File: src/rtl/fp_share_arbiter_pkg.sv
// Shared definitions for the FP-unit sharing arbiter: state encoding and default sizing.
package fp_share_arbiter_pkg;

  localparam int unsigned DEF_N       = 4;
  localparam int unsigned DEF_SELW    = 2;
  localparam int unsigned DEF_TIMEOUT = 64;
  localparam int unsigned DEF_TW      = 7;

  typedef enum logic [2:0] {
    ST_IDLE  = 3'd0,
    ST_GRANT = 3'd1,
    ST_START = 3'd2,
    ST_WAIT  = 3'd3,
    ST_LDOUT = 3'd4,
    ST_READY = 3'd5
  } state_t;

endpackage

File: src/rtl/fp_share_arbiter_rr_pick.sv
// Combinational round-robin picker: first set request bit searching upward from last+1, wrapping.
module rr_pick
  import fp_share_arbiter_pkg::*;
#(
  parameter int unsigned N    = DEF_N,
  parameter int unsigned SELW = DEF_SELW
) (
  input  logic [N-1:0]    req,
  input  logic [SELW-1:0] last,
  output logic            any,
  output logic [SELW-1:0] idx
);

  logic [SELW-1:0] pos;
  logic            found;

  always_comb begin
    idx   = '0;
    pos   = '0;
    found = 1'b0;
    for (int unsigned k = 1; k <= N; k++) begin
      pos = SELW'((32'(last) + k) % N);
      if (!found && req[pos]) begin
        idx   = pos;
        found = 1'b1;
      end
    end
    any = found;
  end

endmodule

File: src/rtl/fp_share_arbiter.sv
// Round-robin scheduler sharing one FP unit among N requesters, with a WAIT watchdog.
module fp_share_arbiter
  import fp_share_arbiter_pkg::*;
#(
  parameter int unsigned N       = DEF_N,
  parameter int unsigned SELW    = DEF_SELW,
  parameter int unsigned TIMEOUT = DEF_TIMEOUT,
  parameter int unsigned TW      = DEF_TW
) (
  input  logic            clk,
  input  logic            rst,
  input  logic [N-1:0]    inputReady,
  output logic [N-1:0]    inputAccept,
  output logic [SELW-1:0] selIn,
  output logic            ldIn,
  output logic            startFP,
  input  logic            doneFP,
  output logic            ldOut,
  output logic [N-1:0]    resultReady,
  input  logic [N-1:0]    resultAccept,
  output logic            resultErr,
  output logic            busy
);

  state_t          state, state_n;
  logic [SELW-1:0] owner, owner_n;
  logic [SELW-1:0] last, last_n;
  logic            err, err_n;
  logic [TW-1:0]   wdog, wdog_n;
  logic            pick_any;
  logic [SELW-1:0] pick_idx;
  logic [N-1:0]    owner_oh;

  rr_pick #(.N(N), .SELW(SELW)) u_pick (
    .req  (inputReady),
    .last (last),
    .any  (pick_any),
    .idx  (pick_idx)
  );

  always_ff @(posedge clk or negedge rst) begin
    if (!rst) begin
      state <= ST_IDLE;
      owner <= '0;
      last  <= SELW'(N - 1);
      err   <= 1'b0;
      wdog  <= '0;
    end else begin
      state <= state_n;
      owner <= owner_n;
      last  <= last_n;
      err   <= err_n;
      wdog  <= wdog_n;
    end
  end

  always_comb begin
    state_n = state;
    owner_n = owner;
    last_n  = last;
    err_n   = err;
    wdog_n  = wdog;
    case (state)
      ST_IDLE: begin
        if (pick_any) begin
          owner_n = pick_idx;
          state_n = ST_GRANT;
        end
      end
      ST_GRANT: state_n = ST_START;
      ST_START: begin
        wdog_n  = '0;
        state_n = ST_WAIT;
      end
      ST_WAIT: begin
        wdog_n = wdog + 1'b1;
        // doneFP takes priority over a coincident watchdog expiry
        if (doneFP) begin
          state_n = ST_LDOUT;
        end else if (wdog == TW'(TIMEOUT - 1)) begin
          err_n   = 1'b1;
          state_n = ST_READY;
        end
      end
      ST_LDOUT: begin
        err_n   = 1'b0;
        state_n = ST_READY;
      end
      ST_READY: begin
        if (resultAccept[owner]) begin
          last_n  = owner;
          err_n   = 1'b0;
          state_n = ST_IDLE;
        end
      end
      default: state_n = ST_IDLE;
    endcase
  end

  always_comb begin
    owner_oh    = {{(N-1){1'b0}}, 1'b1} << owner;
    inputAccept = (state == ST_GRANT) ? owner_oh : '0;
    ldIn        = (state == ST_GRANT);
    startFP     = (state == ST_START);
    ldOut       = (state == ST_LDOUT);
    resultReady = (state == ST_READY) ? owner_oh : '0;
    resultErr   = (state == ST_READY) && err;
    busy        = (state != ST_IDLE);
    selIn       = owner;
  end

endmodule

File: config.mk
export PLATFORM = sky130hd
export DESIGN_NAME = fp_share_arbiter
export DESIGN_NICKNAME = d
export VERILOG_FILES = /design/src/rtl/fp_share_arbiter_pkg.sv /design/src/rtl/fp_share_arbiter_rr_pick.sv /design/src/rtl/fp_share_arbiter.sv
export SDC_FILE = /design/constraint.sdc
export NUM_CORES = 1
export LEC_CHECK = 0
export BUFFER_PORTS_ARGS = -buffer_cell sky130_fd_sc_hd__buf_2
export CAP_MARGIN = 40
export CORE_UTILIZATION = 40
export CTS_CLUSTER_DIAMETER = 50
export CTS_CLUSTER_SIZE = 24
export DETAILED_ROUTE_END_ITERATION = 8
export SYNTH_ARGS = -nofsm -noshare
export SYNTH_HDL_FRONTEND = slang
export SYNTH_HIERARCHICAL = 1
export SYNTH_SLANG_ARGS = --single-unit
File: constraint.sdc
create_clock -name clk -period 1.8 [get_ports clk]
set_clock_uncertainty 0.1 [all_clocks]
set_input_delay 0.09 -clock clk [delete_from_list [all_inputs] [get_ports clk]]
set_output_delay 0.09 -clock clk [all_outputs]
set_load 0.05 [all_outputs]
==> impl_metrics.tcl <==
set metrics [dict create \
    finalWirelength_mm 2.07 \
    busiest_layer "met2" \
    wl_per_cell_um 12.5 \
    rr_worst_depth 3 \
    worst_path_largest_cell_delay_ns 0.49 \
    ctsHtreeMaxLevel 1 \
    routed_via_density 5.35 \
    io_pins 26 \
    synth_seq_cells 15 \
    first_iter_violations 22 \
    rsz0062_at_grt "true" \
    firstDrtPassIters 4 \
    critPathTopFamily "simple AND/OR/NAND/NOR gates" \
    cp-start-kind "flop" \
    irDropWorstVdd_uv 765 \
    synth_commonest_cells "dfrtp_1 (13), nand2_1 (13), nor2_1 (11)" \
    yosysSeqAreaShare_pct 38.8 \
    gp_congestion 0.816 \
    cts.path.max_buffers 2 \
    min_from "doneFP" \
    p_leak_nw 0.563 \
    cpMaxStageDelayCell "dfrtp_2" \
    cp_max_fo 11 \
    synth_xor_xnor_area_share_pct 0 \
    via_count 888 \
    numPortBuffers 25 \
    fin_crit_sh_pct 95.1 \
    max_slew_margin_pct 76.5 \
    reg2reg_slack_ns 0.24 \
    maxCapViolCount 0 \
    detail-route-antenna-nets 0 \
    synth_edf_count 0 \
    period_minus_slack_ns 1.71 \
    drc_errors 0 \
    synth.area.top_cells "dfrtp_1 (33%), nand2b_1 (5.8%), dfstp_2 (5.4%), nand2_1 (5.0%), nor2_1 (4.2%)" \
    hold_slack_ns 0.0537 \
    antenna_found_initial 0 \
    die_area_mm2 0.00263 \
    met2_usage_pct 28.5 \
    setup_viol 0 \
    multiInputGateArea_um2 573 \
    clock-sinks 15 \
    hold_path_depth 3 \
    coreArea_mm2 0.00225 \
    drive_gt1_share_pct 37.0 \
    synth_top_family_by_area "simple AND/OR/NAND/NOR gates" \
    nNetsFinal 151 \
    arrival_ns 1.52 \
    core.rowCount 17 \
    synth_largest_area_cell "dfrtp_1" \
    criticalPathCategory "reg -> out" \
    critical_path_buf_inv_count 1 \
    cp_data_required_time_ns 1.61 \
    worstSetupEndpointType "primary output" \
    syn_avg_cell_area_um2 8.93 \
    synth_top_area_share_pct 33.4 \
    grt_max_degree 16 \
    synth-simple-area-share_pct 28.0 \
    antennaDiodeCount 0 \
    die_w_um 51.3 \
    use_met3_pct 2.98 \
    cts.clk_slew.worst_paths_ns 0.09 \
    yosys_warnings 6 \
    clkLatencyLatePin_ns 0.28 \
    grt_pass1_wl_mm 3.69 \
    synthMuxAreaShare_pct 11.1 \
    cts_buffers 3 \
    min_path_type "in -> reg" \
    grt_use_met1_pct 27.0 \
    syn_inst 109 \
    yosysUniqueCellTypes 41 \
    hold_viol_final 0 \
    powerDensity_mw_per_mm2 1650 \
    syn_area_um2 973 \
    synth_compound_area_share_pct 15.8 \
    seqCellArea_um2 382 \
    worst_pin_slew_ns 0.349 \
    syn_nets 121 \
    status "complete, no violations" \
    root_buffer "clkbuf_4" \
    area_growth_pct 25.8 \
    synth_fa_ha_area_share_pct 1.29 \
    n_fill_cell 213 \
    reg2reg_from "selIn[0]$_DFFE_PN0P_" \
    finalCoreUtilization_pct 54.3 \
    first_global_vias 829 \
    path_cells "or3_4 -> nor2_1 -> buf_4" \
    fmax_mhz 584 \
    hold_path_end "state[0]$_DFFE_PN0P_" \
    cts_tree "yes" \
    start_util_pct 43.2 \
    finalMaxSlewViolations 0 \
    die_y_um 51.3 \
    grt_use_total_pct 18.9 \
    gr-total-overflow 0 \
    reg2reg_to "last[0]$_DFFE_PN1P_" \
    async_flop_share_pct 100 \
    synth_ff_type "dfrtp_1" \
    hpwl_mm 1.57 \
]
report_power, final:
group / leakage, nW / switching [mW] / internal (mW) / total (mW)
logic: 0.360 / 0.732 / 0.461 / 1.19
registers: 0.185 / 0.159 / 0.479 / 0.638
clock network: 0.0177 / 0.106 / 0.0822 / 0.189
total: 0.563 / 0.998 / 1.02 / 2.02
placed cells by master, fill, tap and decap left out, types with 2 or more instances in the layout:
cell type and n:
dfrtp_2 3, buf_2 17, o21ai_0 6, dfstp_2 2, nand3_1 4, a21oi_1 3
and3_1 2, nand2_1 13, buf_4 9, inv_1 4, mux2_2 2, nor3b_1 2
nor3_2 2, dfrtp_1 10, o211ai_1 3, clkbuf_4 7, mux2i_1 4, nand2b_1 9
nor2_1 11
what timing repair did:
| item | CTS | global route |
|---|---|---|
| endpoints found under the hold margin | 15 | 0 |
| hold buffers | 1 | 0 |
| gates resized for setup | 5 | 8 |
| buffers inserted | 0 | 1 |
| endpoints found under the setup margin | 8 | 10 |
through the flow:
stage | instance area, µm² | TNS [ns] | power (mW) | instances | setup WS (ns)
3_3_place_gp | 1140 | 0 | 1.76 | 160 | 0.266
6_report | 1220 | 0 | 2.02 | 166 | 0.0875
5_1_grt | 1220 | -0.000784 | 2.18 | 166 | -0.000784
4_1_cts | 1190 | -0.00626 | 1.99 | 165 | -0.00626
3_5_place_dp | 1140 | 0 | 1.78 | 160 | 0.257
2_1_floorplan | 988 | -0.148 | 1.52 | 109 | -0.0462
registers in the layout, summed over array words and instances (netlist names):
register,flops
err,1
state,3
selIn,2
last,2
wdog,7
worst min-delay path, stage by stage:
cell      delay, ns
buf_2          0.10
a21o_1         0.12
o211ai_1       0.08
worst max path at each step:
stage | startpoint | end | slack, ns | depth (start not counted)
2_1_floorplan | state[0]$_DFFE_PN0P_ | inputAccept[1] | -0.05 | 4
3_3_place_gp | selIn[0]$_DFFE_PN0P_ | last[0]$_DFFE_PN1P_ | 0.27 | 3
3_5_place_dp | selIn[0]$_DFFE_PN0P_ | last[0]$_DFFE_PN1P_ | 0.26 | 3
4_1_cts | state[1]$_DFFE_PN0P_ | resultReady[0] | -0.006 | 4
5_1_grt | state[1]$_DFFE_PN0P_ | inputAccept[2] | -0.0008 | 3
6_report | state[1]$_DFFE_PN0P_ | inputAccept[3] | 0.09 | 3
kinds of logic after synthesis:
group / Yosys count
simple gates: 52
compound gates: 22
flops: 15
buf+inv: 10
mux: 9
fa+ha+maj: 1
metal layers:
metal / part of all wire [%] / up-vias
li1: - / 450
met2: 43 / 27
met4: 0.82 / 0
met3: 5.5 / 2
met1: 51 / 409
met5: 0 / -
layout make-up:
cell class	count	share of cell area (%)
clock inverter	1	0.409
timing repair buffer	31	15.7
sequential	15	31.2
inverter	4	1.23
multi-input combinational	84	46.8
tap	28	2.86
clock buffer	3	1.84
(Power assumes the default switching activity.)
